==> src/rtl/vcve2_vlsu_pkg.sv <==
// Shared state encoding, element-width codes and byte-enable helper for the
// vector unit-stride load/store sequencer.
package vcve2_vlsu_pkg;

   typedef enum logic [2:0] {
      IDLE,
      FETCH,
      REQ,
      WAIT,
      DONE
   } vlsu_state_e;

   localparam logic [1:0] EEW_8   = 2'd0;
   localparam logic [1:0] EEW_16  = 2'd1;
   localparam logic [1:0] EEW_32  = 2'd2;
   localparam logic [1:0] EEW_ILL = 2'd3;

   localparam logic [3:0] BE_FULL = 4'b1111;

   // Byte enable of the final word, from the low two bits of the byte count.
   function automatic logic [3:0] last_be(input logic [1:0] tail);
      logic [3:0] be;
      if (tail == 2'd0) begin
         be = BE_FULL;
      end else begin
         be = (4'b0001 << tail) - 4'b0001;
      end
      return be;
   endfunction

endpackage

==> src/rtl/vcve2_vlsu_wcalc.sv <==
// Combinational word count and final-word byte enable for one vector
// memory instruction, derived from vl and the element width.
module vcve2_vlsu_wcalc
   import vcve2_vlsu_pkg::*;
#(
   parameter int VL_W      = 8,
   parameter int MAX_WORDS = 4,
   parameter int CNT_W     = $clog2(MAX_WORDS + 1)
) (
   input  logic [VL_W-1:0]  vl_i,
   input  logic [1:0]       eew_i,
   output logic [CNT_W-1:0] nwords_o,
   output logic [3:0]       last_be_o
);

   logic [VL_W+1:0] bytes;
   logic [VL_W-1:0] words;

   always_comb begin
      bytes = '0;
      unique case (eew_i)
         EEW_8:   bytes = {2'b00, vl_i};
         EEW_16:  bytes = {1'b0, vl_i, 1'b0};
         EEW_32:  bytes = {vl_i, 2'b00};
         EEW_ILL: bytes = '0;
      endcase
      words = bytes[VL_W+1:2] + VL_W'(|bytes[1:0]);
      // A saturated instruction fills every word of the register.
      if (words > VL_W'(MAX_WORDS)) begin
         nwords_o  = CNT_W'(MAX_WORDS);
         last_be_o = BE_FULL;
      end else begin
         nwords_o  = CNT_W'(words);
         last_be_o = last_be(bytes[1:0]);
      end
   end

endmodule

==> src/rtl/vcve2_vlsu_sequencer.sv <==
// Word sequencer turning one unit-stride vector load/store into 32-bit LSU
// transactions, one outstanding. VCVE2_VLSU_ERR_EN adds lsu_err_i / err_o.
module vcve2_vlsu_sequencer
   import vcve2_vlsu_pkg::*;
#(
   parameter int VRF_AW    = 7,
   parameter int MAX_WORDS = 4,
   parameter int VL_W      = 8
) (
   input  logic              clk_i,
   input  logic              rst_i,
   input  logic              start_i,
   input  logic              is_store_i,
   input  logic [4:0]        vreg_i,
   input  logic [1:0]        eew_i,
   input  logic [VL_W-1:0]   vl_i,
   output logic              busy_o,
   output logic              done_o,
   output logic              load_start_o,
   output logic              vec_op_o,
   output logic              vrf_req_o,
   output logic [3:0]        vrf_lsu_be_o,
   output logic [31:0]       vrf_data_o,
   input  logic              lsu_gnt_i,
   input  logic              lsu_rvalid_i,
   input  logic [31:0]       lsu_rdata_i,
   output logic [VRF_AW-1:0] vrf_raddr_o,
   output logic              vrf_re_o,
   input  logic [31:0]       vrf_rdata_i,
   output logic [VRF_AW-1:0] vrf_waddr_o,
   output logic              vrf_we_o,
   output logic [3:0]        vrf_wbe_o,
   output logic [31:0]       vrf_wdata_o
`ifdef VCVE2_VLSU_ERR_EN
   ,
   input  logic              lsu_err_i,
   output logic              err_o
`endif
);

   localparam int IDX_W = $clog2(MAX_WORDS);
   localparam int CNT_W = $clog2(MAX_WORDS + 1);

   vlsu_state_e       state_q, state_d;
   logic [IDX_W-1:0]  idx_q, idx_d, last_idx_q, last_idx_d;
   logic [4:0]        vreg_q, vreg_d;
   logic              store_q, store_d;
   logic [3:0]        last_be_q, last_be_d;
   logic [31:0]       data_q, data_d;
   logic              cap_q, cap_d;
   logic              rsp_q, rsp_d;
   logic              we_q, we_d;
   logic [VRF_AW-1:0] waddr_q, waddr_d;
   logic [3:0]        wbe_q, wbe_d;
   logic [31:0]       wdata_q, wdata_d;
   logic [CNT_W-1:0]  nwords;
   logic [3:0]        calc_be, word_be;
   logic              resp_err;
`ifdef VCVE2_VLSU_ERR_EN
   logic              err_q, err_d, rerr_q, rerr_d;

   assign resp_err = rsp_q ? rerr_q : lsu_err_i;
`else
   assign resp_err = 1'b0;
`endif

   vcve2_vlsu_wcalc #(
      .VL_W      (VL_W),
      .MAX_WORDS (MAX_WORDS),
      .CNT_W     (CNT_W)
   ) u_wcalc (
      .vl_i      (vl_i),
      .eew_i     (eew_i),
      .nwords_o  (nwords),
      .last_be_o (calc_be)
   );

   assign word_be     = (idx_q == last_idx_q) ? last_be_q : BE_FULL;
   assign busy_o      = (state_q != IDLE);
   assign vec_op_o    = busy_o;
   assign vrf_we_o    = we_q;
   assign vrf_waddr_o = waddr_q;
   assign vrf_wbe_o   = wbe_q;
   assign vrf_wdata_o = wdata_q;

   always_comb begin
      state_d      = state_q;
      idx_d        = idx_q;
      last_idx_d   = last_idx_q;
      vreg_d       = vreg_q;
      store_d      = store_q;
      last_be_d    = last_be_q;
      data_d       = data_q;
      cap_d        = cap_q;
      rsp_d        = rsp_q;
      we_d         = 1'b0;
      waddr_d      = waddr_q;
      wbe_d        = wbe_q;
      wdata_d      = wdata_q;
      load_start_o = 1'b0;
      done_o       = 1'b0;
      vrf_req_o    = 1'b0;
      vrf_lsu_be_o = '0;
      vrf_data_o   = '0;
      vrf_re_o     = 1'b0;
      vrf_raddr_o  = '0;
`ifdef VCVE2_VLSU_ERR_EN
      err_d        = err_q;
      rerr_d       = rerr_q;
      err_o        = 1'b0;
`endif
      unique case (state_q)
         IDLE: begin
            if (start_i) begin
               if (nwords == '0) begin
                  state_d = DONE;
`ifdef VCVE2_VLSU_ERR_EN
                  err_d = (eew_i == EEW_ILL);
`endif
               end else begin
                  load_start_o = 1'b1;
                  vreg_d       = vreg_i;
                  store_d      = is_store_i;
                  last_idx_d   = IDX_W'(nwords - CNT_W'(1));
                  last_be_d    = calc_be;
                  idx_d        = '0;
                  state_d      = is_store_i ? FETCH : REQ;
               end
            end
         end
         FETCH: begin
            vrf_re_o    = 1'b1;
            vrf_raddr_o = VRF_AW'({vreg_q, idx_q});
            cap_d       = 1'b1;
            state_d     = REQ;
         end
         REQ: begin
            vrf_req_o    = 1'b1;
            vrf_lsu_be_o = word_be;
            // The VRF read lands during the first REQ cycle; forward it until held.
            vrf_data_o   = cap_q ? vrf_rdata_i : data_q;
            if (cap_q) begin
               data_d = vrf_rdata_i;
               cap_d  = 1'b0;
            end
            if (lsu_gnt_i) begin
               state_d = WAIT;
               if (lsu_rvalid_i) begin
                  rsp_d   = 1'b1;
                  wdata_d = lsu_rdata_i;
`ifdef VCVE2_VLSU_ERR_EN
                  rerr_d  = lsu_err_i;
`endif
               end
            end
         end
         WAIT: begin
            if (lsu_rvalid_i || rsp_q) begin
               rsp_d = 1'b0;
               if (resp_err) begin
                  state_d = DONE;
`ifdef VCVE2_VLSU_ERR_EN
                  err_d   = 1'b1;
`endif
               end else begin
                  if (!store_q) begin
                     we_d    = 1'b1;
                     waddr_d = VRF_AW'({vreg_q, idx_q});
                     wbe_d   = word_be;
                     if (!rsp_q) begin
                        wdata_d = lsu_rdata_i;
                     end
                  end
                  if (idx_q == last_idx_q) begin
                     state_d = DONE;
                  end else begin
                     idx_d   = idx_q + 1'b1;
                     state_d = store_q ? FETCH : REQ;
                  end
               end
            end
         end
         DONE: begin
            // Hold off completion until the final VRF write has been presented.
            if (!we_q) begin
               done_o  = 1'b1;
               state_d = IDLE;
`ifdef VCVE2_VLSU_ERR_EN
               err_o   = err_q;
               err_d   = 1'b0;
`endif
            end
         end
         default: state_d = IDLE;
      endcase
   end

   always_ff @(posedge clk_i) begin
      if (rst_i) begin
         state_q    <= IDLE;
         idx_q      <= '0;
         last_idx_q <= '0;
         vreg_q     <= '0;
         store_q    <= 1'b0;
         last_be_q  <= '0;
         data_q     <= '0;
         cap_q      <= 1'b0;
         rsp_q      <= 1'b0;
         we_q       <= 1'b0;
         waddr_q    <= '0;
         wbe_q      <= '0;
         wdata_q    <= '0;
`ifdef VCVE2_VLSU_ERR_EN
         err_q      <= 1'b0;
         rerr_q     <= 1'b0;
`endif
      end else begin
         state_q    <= state_d;
         idx_q      <= idx_d;
         last_idx_q <= last_idx_d;
         vreg_q     <= vreg_d;
         store_q    <= store_d;
         last_be_q  <= last_be_d;
         data_q     <= data_d;
         cap_q      <= cap_d;
         rsp_q      <= rsp_d;
         we_q       <= we_d;
         waddr_q    <= waddr_d;
         wbe_q      <= wbe_d;
         wdata_q    <= wdata_d;
`ifdef VCVE2_VLSU_ERR_EN
         err_q      <= err_d;
         rerr_q     <= rerr_d;
`endif
      end
   end

endmodule

==> config.mk <==
export PLATFORM = sky130hd
export DESIGN_NAME = vcve2_vlsu_sequencer
export DESIGN_NICKNAME = d
export VERILOG_FILES = /design/src/rtl/vcve2_vlsu_pkg.sv /design/src/rtl/vcve2_vlsu_wcalc.sv /design/src/rtl/vcve2_vlsu_sequencer.sv
export SDC_FILE = /design/constraint.sdc
export NUM_CORES = 1
export LEC_CHECK = 0
export CAP_MARGIN = 20
export CORE_AREA = 2 2 103 105
export CTS_CLUSTER_SIZE = 16
export DETAILED_ROUTE_END_ITERATION = 6
export DIE_AREA = 0 0 105 107
export MAX_ROUTING_LAYER = met4
export PLACE_DENSITY = 0.83
export SLEW_MARGIN = 10
export SYNTH_ARGS = -nofsm -noshare
export SYNTH_HDL_FRONTEND = slang
export SYNTH_SLANG_ARGS = --single-unit
==> constraint.sdc <==
create_clock -name clk_i -period 9.21 [get_ports clk_i]
set_input_delay 1.842 -clock clk_i [delete_from_list [all_inputs] [get_ports clk_i]]
set_output_delay 1.842 -clock clk_i [all_outputs]
set_load 0.02 [all_outputs]
==> results of run 1 <==
## sequential cells by signal, indices dropped and copies added (netlist names), 2 cells and up
signal       flops
data_q          32
vrf_waddr_o      7
idx_q            2
vreg_q           5
last_idx_q       2
state_q          3
vrf_wbe_o        4
last_be_q        4
vrf_wdata_o     32
## per-stage QoR
| step | hold slack [ps] | utilization | setup slack [ps] | instances | power [uW] |
|---|---|---|---|---|---|
| after floorplan | 425.9 | - | 1965 | 619 | 763.4 |
| after CTS | 459.5 | 0.6641 | 811.8 | 908 | 1196 |
| after global routing | 474.2 | 0.6656 | 480.2 | 909 | 1255 |
| after global placement | 440.8 | 0.6431 | 950.0 | 891 | 918.9 |
| final | 458.4 | 0.6656 | 811.2 | 909 | 1192 |
| after detailed placement | 446.1 | 0.6458 | 838.7 | 892 | 934.3 |
## power groups by stage
stage | clock [uW] | sequential, uW | combinational, uW
detailed placement | 0 | 508 | 426
global route | 283 | 506 | 466
floorplan | 0 | 496 | 267
global placement | 0 | 507 | 412
CTS | 268 | 499 | 429
finish | 261 | 500 | 432
## layer usage
metal  routed length, um  vias to the layer above  global-route usage
met5                   0                        -                   -
met1                5841                     2189              0.2767
li1                    -                     2387                   -
met3                 909                       26             0.06140
met4                 251                        0             0.08095
met2                6151                      174              0.3762
## cells in the final DEF, fill, tap and decap left out, types with 3 or more instances in the layout
cell type,n
o311ai_1,5
nand2b_1,7
a221oi_1,5
clkbuf_8,11
dfxtp_1,94
a21oi_1,82
nor3_1,5
inv_1,15
and2_1,9
xnor2_1,3
mux2i_1,36
nor2_1,60
o21ai_0,3
a211oi_1,5
or3_1,4
nand3_1,6
ha_1,5
nand2_1,168
buf_4,7
nor2b_1,5
nor3b_1,6
clkdlybuf4s50_1,176
a32oi_1,6
## worst paths after layout
| kind | startpoint | end | slack (ps) |
|---|---|---|---|
| min | data_q[22] | data_q[22] | 460 |
| max reg2reg | state_q[1] | data_q[6] | 6660 |
| max | eew_i[0] | load_start_o | 810 |
| min reg2reg | data_q[22] | data_q[22] | 460 |
## cell type report
type	count	area [um^2]	area share
tap	136	170.2	0.02533
inverter	16	60.06	0.008940
multi-input combinational	460	2537	0.3777
clock inverter	4	30.03	0.004470
clock buffer	12	155.1	0.02310
sequential	95	1903	0.2833
timing repair buffer	186	1862	0.2771
## cells by family (layout without fill, tap and decap cells)
family	count (synthesis)	after routing
compound gates	130	130
buf+inv	64	218
simple gates	283	283
xor+xnor	3	3
fa+ha+maj	5	5
mux	39	39
flops	95	95
## worst max-delay path, cell delays in order
cell	delay, ps
clkdlybuf4s50_1	450
buf_4	210
mux2i_1	90
or2_2	290
ha_1	180
inv_1	70
ha_1	190
inv_1	50
o32ai_1	430
a2bb2oi_1	150
o22ai_2	170
buf_4	230
nor2_1	90
nand2_1	80
ha_1	180
nand2b_1	70
o22a_1	210
or3_1	600
o21bai_4	340
inv_1	70
clkdlybuf4s50_1	560
==> flow_summary.json, run 1 <==
{
  "status": "finished, final reports clean",
  "crit_arrival_ps": 6560,
  "yosysTopAreaCell": "dfxtp_1",
  "avgSynthCellArea_um2": 7.618,
  "synth_top_family_by_area": "simple AND/OR/NAND/NOR gates",
  "synth_seq_area_share": 0.4033,
  "cts_buffer_depth": 2,
  "cts.clk_slew.worst_paths_ps": 90,
  "grt_remaining_overflow": 0,
  "synth_fp_nets": 709,
  "yosys.cell_types.count": 59,
  "slew_headroom": 0.3085,
  "wirelength_um": 13150,
  "yosys-top-cells-count": "nand2_1, dfxtp_1, a21oi_1",
  "synth-adder-area-share": 0.01327,
  "cts_buffers": 9,
  "synthSimpleGateAreaFrac": 0.2587,
  "drc": 0,
  "globalplace.congestion": 0.8446,
  "p_per_area_nw_per_um2": 177.5,
  "synth_top_flop_cell": "dfxtp_1",
  "synthMuxAreaShare": 0.08411,
  "postCtsResizedCells": 0,
  "drtIter0Drc": 320,
  "port_buffers": 177,
  "worst_pin_slew_ps": 1035,
  "hpwl_um": 9447,
  "cts.root.buffer_cell": "clkbuf_8",
  "setup_viol": 0,
  "p_seq_frac": 0.420,
  "vias": 4776,
  "synth_xor_xnor_area_share": 0.005572,
  "fp.dieW_um": 105,
  "grt_usage": 0.2306,
  "cts_setup_buffers": 0,
  "vdd_drop_max_v": 0.00007716,
  "cts_tree": "done",
  "netlist_top_cells_area": "dfxtp_1, nand2_1, a21oi_1, mux2i_1, nor2_1",
  "drive_gt1_frac": 0.04787,
  "drv_slew": 0,
  "n_antenna_cell": 0,
  "rsz0062_at_grt": "false",
  "layout_min_cycle_time_ps": 8399,
  "stdcell_area_um2": 6718,
  "comb_power_share": 0.362,
  "htreeDepth": 3,
  "hold_path.class": "reg -> reg",
  "grt_pass1_vias": 4384,
  "drtPass1Iterations": 5,
  "nNetsFinal": 858,
  "ioPinCount": 178,
  "clock-sinks": 95,
  "synth-seq-cells": 95,
  "swShare": 0.3632,
  "nFillCells": 863,
  "worstSetupPathType": "in -> out",
  "max_freq_ghz": 0.1191,
  "cts_hold_buf": 0,
  "clkPwrFrac": 0.219,
  "end_kind": "output pin",
  "post-synth-top-count-cell": "nand2_1",
  "p_int_uw": 759.2,
  "core_um2": 10090,
  "clk_latency_ps": 360,
  "path_max_fanout": 18,
  "final_antenna_net_count": 0,
  "setup_tns_ps": 0,
  "dieHeight_um": 107,
  "syn_inst": 619,
  "hold_viol": 0,
  "placed_area_um2": 6518,
  "drv_cap": 0,
  "start_util": 0.4673,
  "synthArstFlopShare": 0,
  "synth_compound_area_frac": 0.1764,
  "whs_path_depth": 2,
  "fp-row-count": 37,
  "p_sw_uw": 433.0,
  "viasPerCell": 5.254,
  "start_kind": "input port",
  "grt_antenna_before_repair": 0,
  "critPathRequiredTime_ps": 7370,
  "r2r_cells": 7,
  "synthDominantCellAreaShare": 0.4033,
  "p_leak_uw": 0.002252,
  "area_growth_pct": 42.45,
  "clock_skew_ps": 7.995,
  "synth_area_um2": 4716,
  "design.die.area_um2": 11240,
  "grt_pass1_wl_um": 20620,
  "ys_warn_count": 0,
  "avgRoutedWirePerCell_um": 14.47,
  "grt_max_degree": 97,
  "synth_edf_count": 0,
  "final.period_utilization": 0.9119
}
(Power assumes the default switching activity.)
==> inputs of run 2 (changes only) <==
--- a/config.mk
+++ b/config.mk
@@ -12,6 +12,7 @@
 export DIE_AREA = 0 0 105 107
 export MAX_ROUTING_LAYER = met4
 export PLACE_DENSITY = 0.83
+export RECOVER_POWER = 50
 export SLEW_MARGIN = 10
 export SYNTH_ARGS = -nofsm -noshare
 export SYNTH_HDL_FRONTEND = slang
==> run 2 against run 1 <==
  * The flow now finishes with violations (capacitance limit, slew limit)
  * Die area unchanged
  * Critical path depth did not move
  * Sequential cell count is the same
  * Setup slack improved by 11 ps
  * Sequential share of layout area is essentially flat
  * Critical path type unchanged
  * Critical endpoint unchanged
  * Via count barely moved
  * Worst hold slack got worse by 2.8 ps
  * Register-to-register slack worse by 970 ps
==> flow_summary.json, run 2 (synthesis gave the netlist of run 1 again) <==
{
  "p_total_uw": 1184,
  "register_area_um2": 1903,
  "grt_remaining_overflow": 0,
  "avgRoutedWirePerCell_um": 14.39,
  "post-route-util": 0.6649,
  "place_inst": 892,
  "hold_path.class": "reg -> reg",
  "design.die.area_um2": 11240,
  "cts_tree": "done",
  "status": "finished with violations",
  "drive_gt1_frac": 0.04398,
  "drc": 0,
  "dieHeight_um": 107,
  "dp_slack_ps": 838.7,
  "start_kind": "input port",
  "fp-row-count": 37,
  "violations": "capacitance limit, slew limit",
  "layout_min_cycle_time_ps": 8387,
  "final_antenna_net_count": 0,
  "drv_cap": 2,
  "setup_tns_ps": 0,
  "worstSetupPathType": "in -> out",
  "p_leak_uw": 0.002376,
  "hpwl_um": 9447,
  "clk_latency_ps": 360,
  "setup_viol": 0,
  "cts.clk_slew.worst_paths_ps": 90,
  "vias": 4779,
  "core_um2": 10090,
  "port_buffers": 177,
  "vdd_drop_max_v": 0.00007713,
  "clock-sinks": 95,
  "cts_setup_buffers": 0,
  "htreeDepth": 3,
  "cts_buffers": 9,
  "globalplace.congestion": 0.8446,
  "wirelength_um": 13080,
  "nNetsFinal": 858,
  "crit_arrival_ps": 6550,
  "grt_antenna_before_repair": 0,
  "final_cells": 909,
  "multi_input_area_um2": 2537,
  "end_kind": "output pin",
  "p_per_area_nw_per_um2": 176.5,
  "drtIter0Drc": 296,
  "setup_ws_ps": 822.5,
  "n_antenna_cell": 0,
  "hold_viol": 0,
  "layout_common_cells": "nand2_1, clkdlybuf4s50_1, dfxtp_1, a21oi_1, nor2_1",
  "path_max_fanout": 18,
  "ioPinCount": 178,
  "clock_skew_ps": 8.421,
  "slew_headroom": -1.765,
  "critPathRequiredTime_ps": 7370,
  "final.period_utilization": 0.9107,
  "fp.dieW_um": 105,
  "mostFrequentLayoutCell": "nand2_1",
  "grt_pass1_wl_um": 20620,
  "grt_usage": 0.2306,
  "start_util": 0.4673,
  "worst_pin_slew_ps": 4147,
  "viasPerCell": 5.257,
  "drv_slew": 135,
  "rsz0062_at_grt": "false",
  "grt_max_degree": 97,
  "postCtsResizedCells": 0,
  "drtPass1Iterations": 6,
  "cts_buffer_depth": 2,
  "nFillCells": 867,
  "cts_hold_buf": 0,
  "cts.root.buffer_cell": "clkbuf_8",
  "max_freq_ghz": 0.1192,
  "area_growth_pct": 42.29,
  "grt_pass1_vias": 4384
}
==> run 2: critical path, cell delays in order <==
cell	delay [ps]
clkdlybuf4s50_1	450
buf_4	210
mux2i_1	90
or2_2	290
ha_1	180
inv_1	70
ha_1	190
inv_1	50
o32ai_1	430
a2bb2oi_1	150
o22ai_2	170
buf_4	230
nor2_1	90
nand2_1	80
ha_1	170
nand2b_1	70
o22a_1	210
or3_1	600
o21bai_4	340
inv_1	70
clkdlybuf4s50_1	560
==> run 2: power breakdown <==
part           switching [uW]  leakage [uW]  internal, uW
Clock                     147     0.0000926           114
Sequential               49.2      0.000771           451
Combinational             235       0.00151           189
==> run 2: final timing paths <==
path | from | end | slack [ps] | cells after the start
worst min register to register | vrf_waddr_o[1] | vrf_waddr_o[1] | 460 | 2
worst max-delay path | eew_i[0] | load_start_o | 820 | 21
worst max register to register | state_q[0] | data_q[6] | 5690 | 6
worst min-delay path | vrf_waddr_o[1] | vrf_waddr_o[1] | 460 | 2
==> run 2: final cells by class <==
class	count	share of cell area
tap	136	0.02536
clock buffer	12	0.02312
sequential	95	0.2836
clock inverter	4	0.004475
inverter	16	0.008950
multi-input combinational	460	0.3781
timing repair buffer	186	0.2763
==> run 2: per-stage QoR <==
stage / area, um^2 / hold WS, ps
after floorplan: 4716 / 425.9
after global placement: 6490 / 440.8
after detailed placement: 6518 / 446.1
after CTS: 6703 / 459.5
after global routing: 6710 / 471.3
final: 6710 / 455.6
==> run 2: layer usage <==
metal	GRT usage	wire length (um)
met1	0.2767	5823
met2	0.3762	6125
met3	0.06140	866
met4	0.08095	267
met5	-	0
